File: src/rtl/pkt_src_arbiter.sv
// Packet-granular round-robin arbiter merging NUM_SRC packet streams into one translator input.
// Optional stall watchdog with flush state: define PKT_SRC_ARBITER_WATCHDOG_EN.
module pkt_src_arbiter #(
  parameter int unsigned NUM_SRC    = 4,
  parameter int unsigned DATA_WIDTH = 32,
  parameter int unsigned TIMEOUT    = 256,
  localparam int unsigned SRC_W     = (NUM_SRC > 1) ? $clog2(NUM_SRC) : 1,
`ifdef PKT_SRC_ARBITER_WATCHDOG_EN
  localparam int unsigned ERR_W     = 3
`else
  localparam int unsigned ERR_W     = 2
`endif
) (
  input  logic                          iclk,
  input  logic                          irst,
  input  logic [NUM_SRC-1:0]            s_valid,
  input  logic [NUM_SRC-1:0]            s_sop,
  input  logic [NUM_SRC-1:0]            s_eop,
  input  logic [2*NUM_SRC-1:0]          s_residual,
  input  logic [NUM_SRC-1:0]            s_bad,
  input  logic [NUM_SRC*DATA_WIDTH-1:0] s_data,
  output logic [NUM_SRC-1:0]            s_ready,
  input  logic                          ipause,
  output logic                          m_valid,
  output logic                          m_sop,
  output logic                          m_eop,
  output logic [1:0]                    m_residual,
  output logic                          m_bad,
  output logic [DATA_WIDTH-1:0]         m_data,
  output logic [SRC_W-1:0]              m_src,
  output logic [15:0]                   opkt_cnt,
  output logic [ERR_W-1:0]              oerr
);

  if (NUM_SRC < 2 || NUM_SRC > 8 || TIMEOUT < 1 || DATA_WIDTH < 1) begin : g_param_check
    $error("pkt_src_arbiter: parameter out of range");
  end

`ifdef PKT_SRC_ARBITER_WATCHDOG_EN
  localparam int unsigned WD_W = $clog2(TIMEOUT + 1);
  typedef enum logic [1:0] {IDLE, PKT, FLUSH} state_t;
  logic [WD_W-1:0] wd_cnt;
`else
  typedef enum logic [1:0] {IDLE, PKT} state_t;
`endif

  state_t                 state;
  logic [SRC_W-1:0]       grant;
  logic [SRC_W-1:0]       ptr;
  logic                   mid;

  logic                   sel_valid, sel_sop, sel_eop, sel_bad;
  logic [1:0]             sel_res;
  logic [DATA_WIDTH-1:0]  sel_data;
  logic [NUM_SRC-1:0]     req, gmask;
  logic                   found;
  logic [SRC_W-1:0]       winner;
  logic                   orphan_hit;
  logic                   acc;
  int                     idx;

  // Granted-source beat mux
  always_comb begin
    sel_valid = 1'b0;
    sel_sop   = 1'b0;
    sel_eop   = 1'b0;
    sel_bad   = 1'b0;
    sel_res   = 2'd0;
    sel_data  = '0;
    for (int i = 0; i < NUM_SRC; i++) begin
      if (grant == SRC_W'(i)) begin
        sel_valid = s_valid[i];
        sel_sop   = s_sop[i];
        sel_eop   = s_eop[i];
        sel_bad   = s_bad[i];
        sel_res   = s_residual[2*i +: 2];
        sel_data  = s_data[i*DATA_WIDTH +: DATA_WIDTH];
      end
    end
  end

  // Circular search for the first sop requester at or after the pointer
  always_comb begin
    req    = s_valid & s_sop;
    found  = 1'b0;
    winner = '0;
    idx    = 0;
    for (int k = 0; k < NUM_SRC; k++) begin
      idx = (int'(ptr) + k) % int'(NUM_SRC);
      if (!found && req[SRC_W'(idx)]) begin
        found  = 1'b1;
        winner = SRC_W'(idx);
      end
    end
  end

  // Granted source gets ready; any other non-sop beat is an orphan and is drained
  always_comb begin
    gmask = '0;
    for (int i = 0; i < NUM_SRC; i++) begin
      gmask[i] = (state != IDLE) && (grant == SRC_W'(i));
    end
    s_ready    = ipause ? '0 : (gmask | (s_valid & ~s_sop));
    orphan_hit = |(s_valid & s_ready & ~gmask);
    acc        = sel_valid & ~ipause;
  end

  always_ff @(posedge iclk or posedge irst) begin
    if (irst) begin
      state      <= IDLE;
      grant      <= '0;
      ptr        <= '0;
      mid        <= 1'b0;
      m_valid    <= 1'b0;
      m_sop      <= 1'b0;
      m_eop      <= 1'b0;
      m_bad      <= 1'b0;
      m_residual <= 2'd0;
      m_data     <= '0;
      m_src      <= '0;
      opkt_cnt   <= 16'd0;
      oerr       <= '0;
`ifdef PKT_SRC_ARBITER_WATCHDOG_EN
      wd_cnt     <= '0;
`endif
    end else begin
      m_valid  <= 1'b0;
      m_sop    <= 1'b0;
      m_eop    <= 1'b0;
      m_bad    <= 1'b0;
      opkt_cnt <= opkt_cnt + 16'(m_valid & m_eop);
      if (orphan_hit) oerr[0] <= 1'b1;

      case (state)
        IDLE: begin
          if (!ipause && found) begin
            grant <= winner;
            ptr   <= (winner == SRC_W'(NUM_SRC - 1)) ? '0 : winner + SRC_W'(1);
            mid   <= 1'b0;
            state <= PKT;
`ifdef PKT_SRC_ARBITER_WATCHDOG_EN
            wd_cnt <= '0;
`endif
          end
        end
        PKT: begin
          if (acc) begin
            // A second sop inside a packet is forwarded as a bad continuation beat
            m_valid    <= 1'b1;
            m_sop      <= sel_sop & ~mid;
            m_eop      <= sel_eop;
            m_bad      <= sel_bad | (sel_sop & mid);
            m_residual <= sel_res;
            m_data     <= sel_data;
            m_src      <= grant;
            mid        <= 1'b1;
            if (sel_sop && mid) oerr[1] <= 1'b1;
            if (sel_eop) state <= IDLE;
`ifdef PKT_SRC_ARBITER_WATCHDOG_EN
            wd_cnt <= '0;
          end else if (!ipause) begin
            if (wd_cnt == WD_W'(TIMEOUT - 1)) begin
              m_valid    <= 1'b1;
              m_eop      <= 1'b1;
              m_bad      <= 1'b1;
              m_residual <= 2'd0;
              m_data     <= '0;
              m_src      <= grant;
              oerr[2]    <= 1'b1;
              wd_cnt     <= '0;
              state      <= FLUSH;
            end else begin
              wd_cnt <= wd_cnt + WD_W'(1);
            end
`endif
          end
        end
`ifdef PKT_SRC_ARBITER_WATCHDOG_EN
        FLUSH: begin
          if (acc && sel_eop) state <= IDLE;
        end
`endif
        default: state <= IDLE;
      endcase
    end
  end

endmodule

File: config.mk
export PLATFORM = sky130hd
export DESIGN_NAME = pkt_src_arbiter
export DESIGN_NICKNAME = d
export VERILOG_FILES = /design/src/rtl/pkt_src_arbiter.sv
export SDC_FILE = /design/constraint.sdc
export NUM_CORES = 1
export LEC_CHECK = 0
export CAP_MARGIN = 20
export CORE_ASPECT_RATIO = 0.9
export CORE_MARGIN = 2
export CORE_UTILIZATION = 38
export CTS_CLUSTER_SIZE = 20
export DETAILED_ROUTE_END_ITERATION = 16
export GPL_TIMING_DRIVEN = 0
export PLACE_DENSITY = 0.85
export SLEW_MARGIN = 15
export SYNTH_ARGS = -nofsm -noshare
export SYNTH_HDL_FRONTEND = slang
export SYNTH_SLANG_ARGS = --single-unit
export TNS_END_PERCENT = 1
File: constraint.sdc
create_clock -name iclk -period 2.8 [get_ports iclk]
set_input_delay 0.7 -clock iclk [delete_from_list [all_inputs] [get_ports iclk]]
set_output_delay 0.7 -clock iclk [all_outputs]
set_load 0.005 [all_outputs]
; Word-level counts from Yosys, hierarchy flattened
; Index checks and enable logic that the tools add are counted.
[word_totals]
register_bits = 65
in_bits = 155
out_inout_bits = 62
elab_cells = 129
[classes]
add_sub_neg = 5
order_cmp = 4
eq_ne = 8
n_mux = 61
bitwise_logic = 14
reduce_logical = 23
[ops]
columns = cell, count
row1 = $mux 32, 4
row2 = $mux 1, 38
row3 = $mux 2, 12
row4 = $add 16x1->16, 1
row5 = $and 4x4->4, 4
row6 = $lt 2x4->1 const B, 4
row7 = $logic_and 1x1->1, 9
row8 = $reduce_and 3->1, 3
row9 = $bmux 1 s2, 4
row10 = $not 4->4, 2
row11 = $eq 2x2->1 const B, 3
row12 = $ne 2x2->1 const B, 3
row13 = $add 2x1->2 const B, 2
row14 = $add 2x2->2 const B, 2
row15 = $and 1x1->1, 4
row16 = $eq 2x1->1 const B, 2
row17 = $logic_not 1->1, 4
row18 = $logic_not 2->1, 2
row19 = $mux 4, 1
row20 = $or 4x4->4, 1
row21 = $pmux 2 s2, 1
row22 = $reduce_and 2->1, 2
row23 = $reduce_bool 2->1, 2
row24 = $reduce_or 4->1, 1
row25 = other kinds (3), 4

; Longest topological paths before layout
; Gate-level depths: netlist of the first run.
[logic_depth]
ltp_word = 17
mapped_depth = 7
ltp_nobuf = 7

; Least setup slack after synthesis of the first run
; OpenSTA, ideal clock, no wires.
[synth_timing]
kind = flip-flop to output port
startpoint = reg grant[1]
endpoint = out s_ready[0]
arrival_ns = 1.274
setup_slack_ns = 0.826
path_stages_with_launch = 5
n_path_buf = 2
path_cell_list = dfrtp_1 -> clkbuf_1 -> buf_1 -> or3_1 -> a21oi_1
[synth_between]
elab_chain_len = 4
[synth_lines]
columns = element, line_no
row1 = start: declaration, 48  ; logic [SRC_W-1:0] grant;
row2 = start signal: assignment, 137  ; grant <= winner;
row3 = $logic_not 2->1, 101  ; gmask[i] = (state != IDLE) && (grant == SRC_W'(i));
row4 = $logic_and 1x1->1, 101
row5 = $or 4x4->4, 103  ; s_ready = ipause ? '0 : (gmask | (s_valid & ~s_sop));
row6 = $mux 4, 103
row7 = end: declaration, 22  ; output logic [NUM_SRC-1:0] s_ready,
; No other way between the ends.

; Worst setup path after layout of the first run
[layout_timing]
startpoint = in s_sop[1]
endpoint = out s_ready[1]
[layout_between]
elab_chain_len = 4
[layout_lines]
columns = element, line_no
row1 = start: declaration, 17  ; input logic [NUM_SRC-1:0] s_sop,
row2 = $not 4->4, 103
row3 = $and 4x4->4, 103
row4 = $or 4x4->4, 103
row5 = $mux 4, 103
; No other way between the ends.

==> results of run 1 <==
-- power by group --
group / internal (uW) / switching [uW]
logic: 1710 / 948
registers: 1280 / 207
clock network: 431 / 356
total: 3420 / 1510
-- worst paths after layout --
kind	startpoint	end	cells after the start
max in group asynchronous	irst	grant[1]	3
worst max register to register	grant[0]	m_data[31]	4
min in group asynchronous	irst	m_data[29]	2
worst min register to register	opkt_cnt[15]	opkt_cnt[15]	1
worst min-delay path	opkt_cnt[15]	opkt_cnt[15]	1
worst max-delay path	s_sop[1]	s_ready[1]	4
-- timing repair --
action                                  4_1_cts  5_1_grt
endpoints found under the setup margin        4        2
setup buffers                                 0        3
gates resized for setup                       7        1
-- final cells by class --
type	instances	area, um^2	area share [%]
buffer	14	97.6	1.58
tap	122	153	2.47
timing repair buffer	219	2190	35.4
multi-input combinational	176	1930	31.3
clock buffer	12	145	2.35
inverter	4	17.5	0.283
clock inverter	3	42.5	0.688
sequential	64	1600	25.9
-- state kept, by name, summed over array words and instances, names as in the netlist, named ones only --
name,cells
grant,2
m_bad,1
m_data,32
m_eop,1
m_residual,2
m_sop,1
m_src,2
m_valid,1
mid,1
oerr,2
opkt_cnt,16
ptr,1
state,1
-- cell families (layout without fill, tap and decap cells) --
family	Yosys count	after routing	share of synthesized area (%)
xor+xnor	15	15	3.61
simple gates	55	55	8.14
fa+ha+maj	2	2	0.687
compound gates	28	28	5.53
buf+inv	20	252	3.19
flops	64	64	44.0
mux	76	76	34.9
-- placed cells by master, fill, tap and decap left out, types with 3 or more instances in the layout --
master             n
dfrtp_1           63
mux4_2            37
nand2b_1           4
buf_4              4
nand2_1           12
buf_1              4
dlygate4sd2_1      4
xnor2_1           12
nand3_1            9
mux2_2            38
a21oi_1            9
clkdlybuf4s50_1  211
buf_2              3
and3_1             6
inv_1              3
buf_6              5
xor2_1             3
a22oi_1            3
nand3b_1           5
nor2_1             6
clkbuf_1           3
nor2b_1            3
clkbuf_8          10
-- synth_stat cells (all sizes together), types with 2 or more instances --
master	instances	share of area, %
a211oi	2	0.41
a21oi	9	1.2
a22oi	3	0.62
and2	2	0.34
and3	6	1.0
and4	2	0.48
buf	13	2.5
clkbuf	3	0.31
dfrtp	64	44
ha	2	0.69
inv	4	0.41
mux2	38	12
mux4	37	23
nand2	12	1.2
nand2b	5	0.86
nand3	9	1.2
nand3b	5	1.0
nand4	2	0.34
nor2	6	0.62
nor2b	3	0.52
nor3	2	0.27
o21ai	2	0.27
o21bai	2	0.41
xnor2	12	2.9
xor2	3	0.72
-- worst reg2reg max path: stages (launching register included) --
cell,delay [ps]
dfrtp_1,380
buf_6,230
buf_2,370
mux4_2,600
mux2_2,280
-- stage by stage --
step	instances	hold WS, ps
CTS	611	475
finish	614	470
detailed placement	598	459
floorplan	260	466
global placement	597	454
global route	614	487
-- layer usage --
metal  GRT usage (%)  part of all wire (%)  vias up
li1                -                     -     1460
met1            25.1                    37     1623
met2            39.9                    51      173
met3            6.00                   9.5       18
met4            7.59                   2.2        0
met5               0                     0        -
==> impl_metrics.py, run 1 <==
metrics = {
    "place": {
        "dp_slack_ps": -40.2,
        "port_buffers": 215,
        "place_congestion": 0.891,
        "place_hpwl_um": 9100,
        "dpl_cell_area_um2": 5970,
    },
    "floorplan": {
        "io_pins": 217,
        "die-area_um2": 10400,
        "fp.dieW_um": 107,
        "fp.dieH_um": 96.9,
        "initial_core_util_pct": 39.6,
        "core.rowCount": 33,
        "fp.coreArea_um2": 9210,
    },
    "setup_path": {
        "required_ps": 2100,
        "crit_buf_inv": 2,
        "worstPathCellList": "clkdlybuf4s50_1 > nand2b_1 > a21oi_1 > clkdlybuf4s50_1",
        "cp-start-kind": "input port",
        "cpPeakStageDelay_ps": 530,
        "cpMostUsedCell": "clkdlybuf4s50_1",
        "ff2ff_setup_slack_ps": 840,
        "path_delay_family": "buffers and inverters",
        "crit_type": "input port to output port",
        "cp_max_fo": 4,
        "cp-end-kind": "output port",
        "worst_ep_arrival_time_ps": 2070,
        "slowest_stage": "clkdlybuf4s50_1",
    },
    "synthesis": {
        "synth-seq-cells": 64,
        "syn_inst": 260,
        "seq_area_frac_synth_pct": 44.0,
        "ys_types": 39,
        "async_flop_share_pct": 100,
        "yosysWarnings": 0,
        "synth-edff-count": 0,
        "netlist_area_um2": 3640,
        "synth_ff_type": "dfrtp_1",
        "synth_nets": 417,
        "avgSynthCellArea_um2": 14.0,
    },
    "power_and_ir_drop": {
        "power_density_nw_per_um2": 797,
        "total_power_uw": 4930,
        "ir_drop_v": 0.000365,
        "power.leakage_uw": 0.00246,
    },
    "drt": {
        "viasPerCell": 5.33,
        "ant_nets": 0,
        "drtIter0Drc": 129,
        "drt-pass1-iter-count": 5,
        "vias": 3274,
        "totalWireLength_um": 11400,
        "drc": 0,
        "wl_per_cell_um": 18.6,
    },
    "global_route": {
        "grt_pass1_vias": 3564,
        "grt_overflow": 0,
        "grt_pass1_wl_um": 17900,
        "grt_max_degree": 36,
        "grt_use_total_pct": 22.2,
        "antenna_found_initial": 0,
    },
    "clock_network": {
        "path_clk_slew_ps": 70,
        "numClockSinks": 64,
        "clockBufferDepth": 2,
        "clockRootBuffer": "clkbuf_8",
        "clock_latency_ps": 330,
        "cts_tree": "done",
        "ctsHtreeMaxLevel": 3,
        "numCtsBuffers": 9,
        "cts_hold_buf": 0,
    },
    "final_layout": {
        "syn_to_final_growth_pct": 69.6,
        "nNetsFinal": 645,
        "antenna_cells": 0,
        "drive_gt1_share_pct": 21.5,
        "final_area_um2": 6180,
        "fillers": 683,
        "utilization_pct": 67.1,
    },
    "timing": {
        "setup_viol": 0,
        "fmax_ghz": 0.361,
        "period_needed_ps": 2770,
        "maxSlewViolCount": 0,
        "clock-skew-final_ps": 8.63,
        "fin_crit_sh_pct": 98.8,
        "rsz0062_at_grt": "false",
        "fin_ws_ps": 33.1,
        "maxSlewHeadroom_pct": 52.9,
        "hold_viol": 0,
        "setup-tns-final_ps": 0,
        "tightest_slew_ps": 707,
    },
    "status": {
        "status": "finished clean",
    },
    "min_path": {
        "hold_path.class": "flop to flop",
    },
    "run": {
        "drv_cap": 0,
    },
}
(Power assumes the default switching activity.)
==> run 2: changes to the inputs <==
Settings changed: SKIP_CTS_REPAIR_TIMING set to 1.
==> run 2 against run 1 <==
Non-clock buffer count unchanged; via count increased by 0.49%; largest cell class unchanged; fmax decreased by 0.12%; critical endpoint unchanged; clock skew increased by 1.3 ps; flip-flop and latch count unchanged.
==> impl_metrics.py, run 2 (synthesis results as in run 1) <==
metrics = {
    "status": {
        "status": "finished clean",
    },
    "global_route": {
        "grt_use_total_pct": 22.3,
        "antenna_found_initial": 0,
        "grt_pass1_wl_um": 18000,
        "grt_max_degree": 36,
        "grt_overflow": 0,
        "grt_pass1_vias": 3583,
    },
    "drt": {
        "drtIter0Drc": 137,
        "vias": 3290,
        "viasPerCell": 5.36,
        "ant_nets": 0,
        "drc": 0,
        "wl_per_cell_um": 18.5,
        "totalWireLength_um": 11400,
        "drt-pass1-iter-count": 4,
    },
    "run": {
        "drv_cap": 0,
    },
    "timing": {
        "rsz0062_at_grt": "false",
        "fmax_ghz": 0.361,
        "fin_crit_sh_pct": 98.9,
        "hold_viol": 0,
        "hold_ws_ps": 470,
        "fin_ws_ps": 29.8,
        "tightest_slew_ps": 705,
        "clock-skew-final_ps": 9.94,
        "period_needed_ps": 2770,
        "maxSlewViolCount": 0,
        "maxSlewHeadroom_pct": 53.0,
        "setup_viol": 0,
    },
    "final_layout": {
        "final_common_cell": "clkdlybuf4s50_1",
        "largest_register": "m_data",
        "nNetsFinal": 645,
        "seq_area_um2": 1600,
        "drive_gt1_share_pct": 21.5,
        "antenna_cells": 0,
        "reg_top3": "m_data x32, opkt_cnt x16",
        "multiInputGateArea_um2": 1930,
        "layout_common_cells": "211 x clkdlybuf4s50_1, 63 x dfrtp_1, 38 x mux2_2",
        "fin_cells": 614,
        "fillers": 678,
        "largest_register_ff_count": 32,
        "syn_to_final_growth_pct": 70.0,
    },
    "clock_network": {
        "cts_tree": "done",
        "path_clk_slew_ps": 70,
        "clock_latency_ps": 330,
        "numClockSinks": 64,
        "clockBufferDepth": 2,
        "numCtsBuffers": 9,
        "clockRootBuffer": "clkbuf_8",
        "ctsHtreeMaxLevel": 3,
    },
    "power_and_ir_drop": {
        "total_power_uw": 4920,
        "power_density_nw_per_um2": 795,
        "ir_drop_v": 0.000360,
        "power.leakage_uw": 0.00249,
    },
    "place": {
        "place_hpwl_um": 9100,
        "place_congestion": 0.891,
        "dp_slack_ps": -40.2,
        "port_buffers": 215,
        "dp.cells": 598,
    },
    "floorplan": {
        "io_pins": 217,
        "fp.coreArea_um2": 9210,
        "initial_core_util_pct": 39.6,
        "fp.dieH_um": 96.9,
        "core.rowCount": 33,
        "die-area_um2": 10400,
        "fp.dieW_um": 107,
    },
    "setup_path": {
        "cp-end-kind": "output port",
        "crit_type": "input port to output port",
        "cp_max_fo": 4,
        "ff2ff_setup_slack_ps": 840,
        "cp-start-kind": "input port",
        "required_ps": 2100,
        "worst_ep_arrival_time_ps": 2070,
    },
    "min_path": {
        "hold_path.class": "flop to flop",
    },
}
run 2: changes by cell type in the layout (fill, tap and decap cells not counted), sizes merged:
cell,change
dlygate4sd2,-4
dlymetal6s2s,+4
run 2: worst paths after layout:
| kind | startpoint | end | cells after the start |
|---|---|---|---|
| min | opkt_cnt[15] | opkt_cnt[15] | 1 |
| max reg2reg | grant[0] | m_data[31] | 4 |
| min in group asynchronous | irst | m_data[29] | 2 |
| max | s_sop[1] | s_ready[1] | 4 |
| min reg2reg | opkt_cnt[15] | opkt_cnt[15] | 1 |
| max in group asynchronous | irst | grant[1] | 3 |
run 2: report_power, final:
group          switching [uW]  internal (uW)  leakage, uW
clock network             354            431    0.0000925
logic                     946           1700      0.00161
registers                 208           1280     0.000787
run 2: metrics by stage:
step / setup TNS, ps / util [%] / area [um^2]
6_report: 0 / 67.3 / 6190
5_1_grt: 0 / 67.3 / 6190
4_1_cts: -1030 / 66.9 / 6160
3_5_place_dp: -59.6 / 64.8 / 5970
3_3_place_gp: -45000 / 64.6 / 5950
2_1_floorplan: 0 / - / 3640
run 2: cell type report:
| cell class | instances | share of cell area, % |
|---|---|---|
| clock buffers | 12 | 2.34 |
| clock inverters | 3 | 0.687 |
| flip-flops and latches | 64 | 25.9 |
| multi-input cells | 176 | 31.2 |
| inverters | 4 | 0.283 |
| well taps | 122 | 2.46 |
| plain buffers | 14 | 1.54 |
| repair buffers | 219 | 35.6 |
run 2: worst max-delay path: stages:
cell             delay, ps
clkdlybuf4s50_1        470
nand2b_1               190
a21oi_1                180
clkdlybuf4s50_1        530
run 2: routing by layer:
metal	vias to the layer above	GRT usage (%)	routed length (um)
li1	1462	-	-
met1	1637	25.3	4200
met2	175	40.1	5890
met3	16	6.00	1050
met4	0	7.59	244
met5	-	0	0
==> run 3: changes to the inputs <==
Settings changed: CTS_CLUSTER_SIZE 20 to unset.
==> results of run 3 <==
Same layout as run 2: the final DEF is identical, and so are final timing and power.
